===== config.mk =====
export PLATFORM = sky130hd
export DESIGN_NAME = maxnet_initiator
export DESIGN_NICKNAME = d
export VERILOG_FILES = /design/src/rtl/maxnet_initiator.sv
export SDC_FILE = /design/constraint.sdc
export NUM_CORES = 1
export LEC_CHECK = 0
export ABC_AREA = 1
export CAP_MARGIN = 20
export CORE_UTILIZATION = 45
export CTS_BUF_LIST = sky130_fd_sc_hd__clkbuf_4
export CTS_CLUSTER_SIZE = 24
export DETAILED_ROUTE_END_ITERATION = 10
export PLACE_DENSITY = 0.78
export REMOVE_ABC_BUFFERS = 1
export SLEW_MARGIN = 25
export SYNTH_ARGS = -nofsm -noshare
export SYNTH_HDL_FRONTEND = slang
export SYNTH_SLANG_ARGS = --single-unit
export TNS_END_PERCENT = 30

===== constraint.sdc =====
create_clock -name clk -period 2.9 [get_ports clk]
set_input_delay 0.58 -clock clk [delete_from_list [all_inputs] [get_ports clk]]
set_output_delay 0.58 -clock clk [all_outputs]
set_load 0.02 [all_outputs]

===== src/rtl/maxnet_initiator.sv =====
// maxnet_initiator: starts a maxnet run, waits for done, captures the result and delivers it over valid/ready.
// Optional WAIT timeout with sticky err is compiled in with MAXNET_INITIATOR_TIMEOUT_EN.
module maxnet_initiator #(
  parameter int START_LEN = 1,
  parameter int TIMEOUT   = 1024,
  parameter int CNT_W     = 16
) (
  input  logic             clk,
  input  logic             rst,
  input  logic             req,
  output logic             busy,
  output logic             mn_start,
  input  logic             mn_done,
  input  logic [31:0]      mn_result,
  output logic             out_valid,
  input  logic             out_ready,
  output logic [31:0]      out_data,
  output logic [CNT_W-1:0] run_count,
  output logic [CNT_W-1:0] last_lat,
  output logic             err
);
  if (START_LEN < 1 || START_LEN > 15 || TIMEOUT < 1) begin : g_bad_param
    $error("maxnet_initiator: START_LEN must be 1..15 and TIMEOUT >= 1");
  end
`ifdef MAXNET_INITIATOR_TIMEOUT_EN
  localparam int TW = $clog2(TIMEOUT + 1);
  typedef enum logic [2:0] {IDLE, START, WAIT, HOLD, ABORT} state_t;
  logic [TW-1:0] wcnt_q, wcnt_d;
  logic          err_q, err_d;
`else
  typedef enum logic [1:0] {IDLE, START, WAIT, HOLD} state_t;
`endif
  state_t             state_q, state_d;
  logic [3:0]         st_cnt_q, st_cnt_d;
  logic [CNT_W-1:0]   lat_q, lat_d, lat_inc;
  logic [31:0]        data_q, data_d;
  logic [CNT_W-1:0]   last_lat_q, last_lat_d;
  logic [CNT_W-1:0]   run_count_q, run_count_d;
  assign lat_inc = &lat_q ? lat_q : lat_q + 1'b1;
  always_comb begin
    state_d     = state_q;
    st_cnt_d    = st_cnt_q;
    lat_d       = lat_q;
    data_d      = data_q;
    last_lat_d  = last_lat_q;
    run_count_d = run_count_q;
`ifdef MAXNET_INITIATOR_TIMEOUT_EN
    wcnt_d      = wcnt_q;
    err_d       = err_q;
`endif
    case (state_q)
      IDLE: if (req) begin
        state_d  = START;
        st_cnt_d = 4'd1;
        lat_d    = {{(CNT_W-1){1'b0}}, 1'b1};
      end
      START: begin
        lat_d    = lat_inc;
        st_cnt_d = st_cnt_q + 4'd1;
        if (st_cnt_q == 4'(START_LEN)) state_d = WAIT;
`ifdef MAXNET_INITIATOR_TIMEOUT_EN
        wcnt_d = {{(TW-1){1'b0}}, 1'b1};
`endif
      end
      WAIT: if (mn_done) begin
        data_d     = mn_result;
        last_lat_d = lat_q;
        state_d    = HOLD;
      end else begin
        lat_d = lat_inc;
`ifdef MAXNET_INITIATOR_TIMEOUT_EN
        if (wcnt_q >= TW'(TIMEOUT)) state_d = ABORT;
        else wcnt_d = wcnt_q + 1'b1;
`endif
      end
      HOLD: if (out_ready) begin
        run_count_d = run_count_q + 1'b1;
        state_d     = IDLE;
      end
`ifdef MAXNET_INITIATOR_TIMEOUT_EN
      ABORT: begin
        err_d   = 1'b1;
        state_d = IDLE;
      end
`endif
      default: state_d = IDLE;
    endcase
  end
  always_ff @(posedge clk or posedge rst)
    if (rst) begin
      state_q     <= IDLE;
      st_cnt_q    <= '0;
      lat_q       <= '0;
      data_q      <= '0;
      last_lat_q  <= '0;
      run_count_q <= '0;
`ifdef MAXNET_INITIATOR_TIMEOUT_EN
      wcnt_q      <= '0;
      err_q       <= 1'b0;
`endif
    end else begin
      state_q     <= state_d;
      st_cnt_q    <= st_cnt_d;
      lat_q       <= lat_d;
      data_q      <= data_d;
      last_lat_q  <= last_lat_d;
      run_count_q <= run_count_d;
`ifdef MAXNET_INITIATOR_TIMEOUT_EN
      wcnt_q      <= wcnt_d;
      err_q       <= err_d;
`endif
    end
  assign busy      = state_q != IDLE;
  assign mn_start  = state_q == START;
  assign out_valid = state_q == HOLD;
  assign out_data  = data_q;
  assign run_count = run_count_q;
  assign last_lat  = last_lat_q;
`ifdef MAXNET_INITIATOR_TIMEOUT_EN
  assign err = err_q;
`else
  assign err = 1'b0;
`endif
endmodule


==> results of run 1 <==
==> per-stage QoR <==
| step | setup WS (ns) | power (mW) | area (um^2) | util (%) |
|---|---|---|---|---|
| after floorplan | 0.0982 | 2.91 | 3910 | - |
| after global placement | 0.714 | 3.71 | 5110 | 61.0 |
| after detailed placement | 0.672 | 3.80 | 5110 | 61.0 |
| after CTS | 0.374 | 4.37 | 5210 | 62.2 |
| after global routing | 0.281 | 4.61 | 5210 | 62.2 |
| final | 0.398 | 4.32 | 5210 | 62.2 |
==> registers in the layout, indices dropped and copies added, names as in the netlist <==
name	count
state_q	2
out_data	32
st_cnt_q	4
lat_q	16
last_lat	16
run_count	16
==> worst max-delay path by stage <==
stage                   endpoint  slack (ns)  cells past startpoint
global placement     out_data[2]        0.71                      4
CTS                         busy        0.37                      4
global route            mn_start        0.28                      3
finish                  mn_start        0.40                      3
detailed placement  out_data[25]        0.67                      4
floorplan            last_lat[0]         0.1                      1
==> synth_stat cells (5+ instances only) <==
cell | instances | area share, %
dfrtp_1 | 86 | 54
ha_1 | 9 | 2.8
inv_1 | 40 | 3.8
mux2_2 | 38 | 11
nand2_1 | 101 | 9.6
nand3_1 | 14 | 1.8
nor2_1 | 25 | 2.4
o21ai_0 | 14 | 1.8
o21ai_1 | 10 | 1.3
xnor2_1 | 5 | 1.1
xor2_1 | 15 | 3.3
==> power groups by stage <==
stage          Combinational [mW]  Sequential, mW  Clock [mW]
2_1_floorplan               0.840            2.07           0
3_3_place_gp                 1.97            1.75           0
3_5_place_dp                 2.03            1.76           0
4_1_cts                      2.04            1.74       0.593
5_1_grt                      2.18            1.78       0.644
6_report                     2.02            1.74       0.568
==> metal layers <==
layer,up-vias,wire length (um),share of wire [%],global-route usage [%]
li1,1478,-,-,-
met2,84,3900,48,32.0
met5,-,0,0,0
met1,1417,3770,46,23.8
met4,0,76,0.93,6.97
met3,8,439,5.4,3.87
==> area by class of cell <==
| class | instances | area, um^2 | share of cell area [%] |
|---|---|---|---|
| clock buffer | 10 | 75.1 | 1.44 |
| multi-input combinational | 260 | 1610 | 30.9 |
| sequential | 86 | 2150 | 41.3 |
| inverter | 40 | 151 | 2.90 |
| timing repair buffer | 106 | 1070 | 20.5 |
| clock inverter | 5 | 27.5 | 0.528 |
| tap | 105 | 131 | 2.52 |
==> cell families (layout without fill, tap and decap cells) <==
kind of cell / count (synthesis) / after routing
AO/OA/AOI/OAI: 35 / 35
XOR/XNOR: 20 / 20
adder cells (fa/ha/maj): 9 / 9
buffers and inverters: 49 / 161
flip-flops: 86 / 86
multiplexers: 38 / 38
other: 1 / 1
AND/OR/NAND/NOR: 157 / 157
==> metrics.txt, run 1 <==
number of synthesized flops with an enable pin 0; r2r setup slk 0.96 ns; post-cts resize count 0; number of setup buffers added after CTS 0; Worst path max stage delay 0.66 ns; Initial Util 47.3%; Detail Placement HPWL 5900 um; Iter 0 DRT Violations 97; grt ovf 0; kind of critical path reg -> out; Area Overhead vs Synth 31.5%; mux cell area share after synthesis 10.8%; status finished clean; PortBufs 103; Slowest-stage cell, CP clkdlybuf4s50_1; # setup viols final 0; critical path required time 2.32 ns; DR vias/cell 4.88; Max Buffers Root-to-Sink 2; GPL Wtd Cong 0.834; mean post-synth cell area 10.0 um^2; RR Endpoint out_data[0]; number of global-route vias before repair 2,966; ys flop type dfrtp_1; CP max FO 6; RSZ-0062 raised after global routing no; final wirelength 8180 um; Total Routing Usage GR 18.9%; worst slew pin tran 0.659 ns; most frequent cells in the layout clkdlybuf4s50_1 (103), nand2_1 (100), dfrtp_1 (86), inv_1 (39), mux2_2 (38); Adder-Cell Fraction of Synth Area 2.84%; CP cell instances inv_1 -> ha_1 -> clkdlybuf4s50_1; Avg WL per Cell 13.4 um; clock net sink count 86; Worst Path Buf+Inv 2; mapped cell area 3960 um^2; Post-DRT Antenna Nets 0; Layout fillers 675; Inst Count DP 597; post-layout minimum cycle time 2.50 ns; #FFs+latches synth 86; WHS 0.473 ns; switching share of power 38.5%; Post-Synth Simple-Gate Area 17.3%; combinational group share of total power 46.7%; CTS root buf clkbuf_4; Worst-Skew Late Latency 0.42 ns; Int Power 2.66 mW; initial antenna violation count 0; CORE AREA 8380 um^2; Flop pwr share 40.2%; via count 2,987; P_sw 1.66 mW; CTS Buf Count 9; fmax 400 MHz; worst path arrival time 1.92 ns; pwr/cell area 829 nW/um^2; CTS tree done; Clk network pwr share 13.1%; 1st-pass router iterations 5; Setup Skew 0.0130 ns; Peak VDD IR 0.360 mV; layout net count 549; antenna diode count 0; Synth Instances 395; DIE HEIGHT 95.8 um; largest family of logic cells by synthesized area simple AND/OR/NAND/NOR gates; Hold Buf Count CTS 0; first-pass GRT wire length 13,400 um; CTS HTree Levels 3; fin crit share 86.3%; sequential fraction of the synthesis area 54.3%; drc violations 0; slew margin rel. 56.0%; Hold WC Path Type in -> async; Die ar. 9190 um^2; commonest non-fill, non-tap cell in the layout clkdlybuf4s50_1; largest net degree at the start of global routing 59; Reg clk slew, reported paths 0.13 ns; row cnt 33; number of distinct library cells after synthesis 30; Worst setup SP type flip-flop; Die X 95.8 um; R2R cell count 5; MaxCap Viol Count 0; Ys Warns 0; ratio of cells with drive above 1 in the final layout 14.6%; XOR/XNOR share of the synthesized area 4.42%; critical path launch point state_q[1]; max-slew violations 0; Compound-Gate Fraction of Synth Area 5.08%; Final Hold Viols 0; Lkg Pwr 2.32 nW; Async SR Flop Fraction 100%; non-filler cells, final 612; setup TNS 0 ns; Top delay family on crit path buffers and inverters; RR Startpoint state_q[0]; I/O pins 105; CP Capture Type output port
No activity file was read; power rests on OpenSTA's default activity.
==> run 2, diff against run 1 <==
--- a/config.mk
+++ b/config.mk
@@ -7,11 +7,11 @@
 export LEC_CHECK = 0
 export ABC_AREA = 1
 export CAP_MARGIN = 20
-export CORE_UTILIZATION = 45
+export CORE_UTILIZATION = 50
 export CTS_BUF_LIST = sky130_fd_sc_hd__clkbuf_4
 export CTS_CLUSTER_SIZE = 24
 export DETAILED_ROUTE_END_ITERATION = 10
-export PLACE_DENSITY = 0.78
+export PLACE_DENSITY = 0.82
 export REMOVE_ABC_BUFFERS = 1
 export SLEW_MARGIN = 25
 export SYNTH_ARGS = -nofsm -noshare
==> constraint.sdc (replaced) <==
create_clock -name clk -period 2.45 [get_ports clk]
set_input_delay 0.49 -clock clk [delete_from_list [all_inputs] [get_ports clk]]
set_output_delay 0.49 -clock clk [all_outputs]
set_load 0.02 [all_outputs]
==> run 2 against run 1 <==
Design area rose by 1.7%. Clock power rose by 72%. Sequential power rose by 18%. Utilization rose by 6.8 points.
==> metrics.txt, run 2 (synthesized netlist as in run 1, its figures left out) <==
status finished clean (unchanged); most frequent cells in the layout clkdlybuf4s50_1 (102), nand2_1 (100), dfrtp_1 (86), inv_1 (39), mux2_2 (38) (was clkdlybuf4s50_1 (103), nand2_1 (100), dfrtp_1 (86), inv_1 (39), mux2_2 (38)); clock net sink count 86 (unchanged); Total Routing Usage GR 20.1% (was 18.9%); PortBufs 103 (unchanged); Inst Count DP 594 (was 597); Avg WL per Cell 13.0 um (was 13.4 um); Setup Skew 0.0127 ns (was 0.0130 ns); CP Capture Type output port (unchanged); RR Endpoint lat_q[15] (was out_data[0]); initial antenna violation count 0 (unchanged); CTS tree done (unchanged); fmax 424 MHz; I/O pins 105 (unchanged); Total Power 5.42 mW (was 4.32 mW); max-slew violations 0 (unchanged); Area Overhead vs Synth 33.8% (was 31.5%); commonest non-fill, non-tap cell in the layout clkdlybuf4s50_1 (unchanged); Reg clk slew, reported paths 0.13 ns (about the same); # setup viols final 0 (unchanged); largest net degree at the start of global routing 87 (was 59); Layout fillers 605 (was 675); Top delay family on crit path buffers and inverters (unchanged); critical path launch point state_q[1] (unchanged); Peak VDD IR 0.688 mV (was 0.360 mV); r2r setup slk 0.61 ns (was 0.96 ns); grt ovf 0 (unchanged); critical path required time 1.96 ns (was 2.32 ns); CP max FO 6 (unchanged); Final Hold Viols 0 (unchanged); Iter 0 DRT Violations 155 (was 97); P_sw 1.96 mW (was 1.66 mW); Flop pwr share 37.9% (was 40.2%); Hold WC Path Type in -> async (unchanged); 1st-pass router iterations 4 (was 5); Detail Placement HPWL 5750 um (was 5900 um); Slowest-stage cell, CP clkdlybuf4s50_1 (unchanged); number of global-route vias before repair 3,037 (was 2,966); drc violations 0 (unchanged); row cnt 32 (was 33); Clk network pwr share 18.0% (was 13.1%); R2R cell count 8 (was 5); non-filler cells, final 610 (was 612); Initial Util 51.5% (was 47.3%); pwr/cell area 1020 nW/um^2 (was 829 nW/um^2); post-layout minimum cycle time 2.36 ns; fin crit share 96.3%; GPL Wtd Cong 0.890 (was 0.834); CP Capture Point mn_start (unchanged); DIE HEIGHT 91.0 um (was 95.8 um); CTS root buf clkbuf_4 (unchanged); CP cell instances inv_1 -> ha_1 -> clkdlybuf4s50_1 (unchanged); CORE AREA 7690 um^2 (was 8380 um^2); combinational group share of total power 44.1% (was 46.7%); Int Power 3.46 mW (was 2.66 mW); Multi-input gate area 1610 um^2 (unchanged); Worst setup SP type flip-flop (unchanged); Die X 91.0 um (was 95.8 um); Post-DRT Antenna Nets 0 (unchanged); Max Buffers Root-to-Sink 2 (unchanged); CTS HTree Levels 3 (unchanged); Seq. cell area 2150 um^2 (unchanged); kind of critical path reg -> out (unchanged); RR Startpoint state_q[0] (unchanged); Hold Buf Count CTS 0 (unchanged); CTS Buf Count 9 (unchanged); MaxCap Viol Count 0 (unchanged); worst path arrival time 1.87 ns (was 1.92 ns); Worst-Skew Late Latency 0.43 ns (was 0.42 ns); Worst path max stage delay 0.64 ns (was 0.66 ns); ratio of cells with drive above 1 in the final layout 14.8% (was 14.6%); layout net count 549 (unchanged); Worst Path Buf+Inv 2 (unchanged); Lkg Pwr 2.36 nW (was 2.32 nW); switching share of power 36.1% (was 38.5%); placed inst area 5120 um^2 (was 5110 um^2); via count 3,015 (was 2,987); first-pass GRT wire length 13,200 um (was 13,400 um); max FFs per register 32 (unchanged); Die ar. 8290 um^2 (was 9190 um^2); Final Cell Area 5300 um^2 (was 5210 um^2); Levels on crit path 3 (unchanged); RSZ-0062 raised after global routing no (unchanged); final wirelength 7960 um (was 8180 um); antenna diode count 0 (unchanged); DR vias/cell 4.94 (was 4.88)
[run 2: cell types whose count changed in the layout (fill, tap and decap cells not counted), sizes merged]
cell,change
clkbuf,-1
bufinv,+3
dlymetal6s2s,+1
clkinv,-1
clkdlybuf4s50,-1
[run 2: how the worst min path moves through the flow]
stage,to,slack [ns],depth (start not counted)
final,run_count[6],0.47,3
after global routing,out_data[6],0.51,3
after CTS,out_data[31],0.48,3
after detailed placement,last_lat[10],0.47,2
after global placement,last_lat[10],0.47,2
after floorplan,lat_q[15],0.49,2
[run 2: worst min-delay path: cells and delay by family]
kind | cells | cell delay, ns
buf+inv | 3 | 0.85
[run 2: area by class of cell]
class	count	area share (%)
Sequential cell	86	40.6
Multi-Input combinational cell	260	30.4
Timing Repair Buffer	106	20.4
Inverter	40	2.86
Tap cell	102	2.41
Clock inverter	7	2.12
Clock buffer	9	1.27
[run 2: per-stage QoR]
| stage | TNS [ns] | worst slack [ns] | hold WS [ns] | utilization [%] |
|---|---|---|---|---|
| after floorplan | -25.58 | -0.262 | 0.486 | - |
| after global routing | 0 | 0.00307 | 0.514 | 69.0 |
| final | 0 | 0.0917 | 0.469 | 69.0 |
| after detailed placement | 0 | 0.405 | 0.473 | 66.6 |
| after CTS | 0 | 0.0550 | 0.480 | 68.9 |
| after global placement | 0 | 0.467 | 0.467 | 66.6 |
[run 2: per-layer routing]
metal  track usage (%)  wire length, um
met5                 0                0
met4              7.41               88
met3              4.02              392
met2              36.2             4110
met1              23.7             3370
[run 2: power by group through the flow]
stage               clock network (mW)  registers (mW)  logic [mW]
floorplan                            0            2.45       0.994
global placement                     0            2.06        2.35
detailed placement                   0            2.08        2.41
CTS                               1.01            2.06        2.42
global route                      1.05            2.11        2.57
finish                           0.976            2.05        2.39
[run 2: timing repair]
action                                  CTS  global route
endpoints found under the setup margin    0             1
buffers inserted                          0             0
gates resized for setup                   0             1
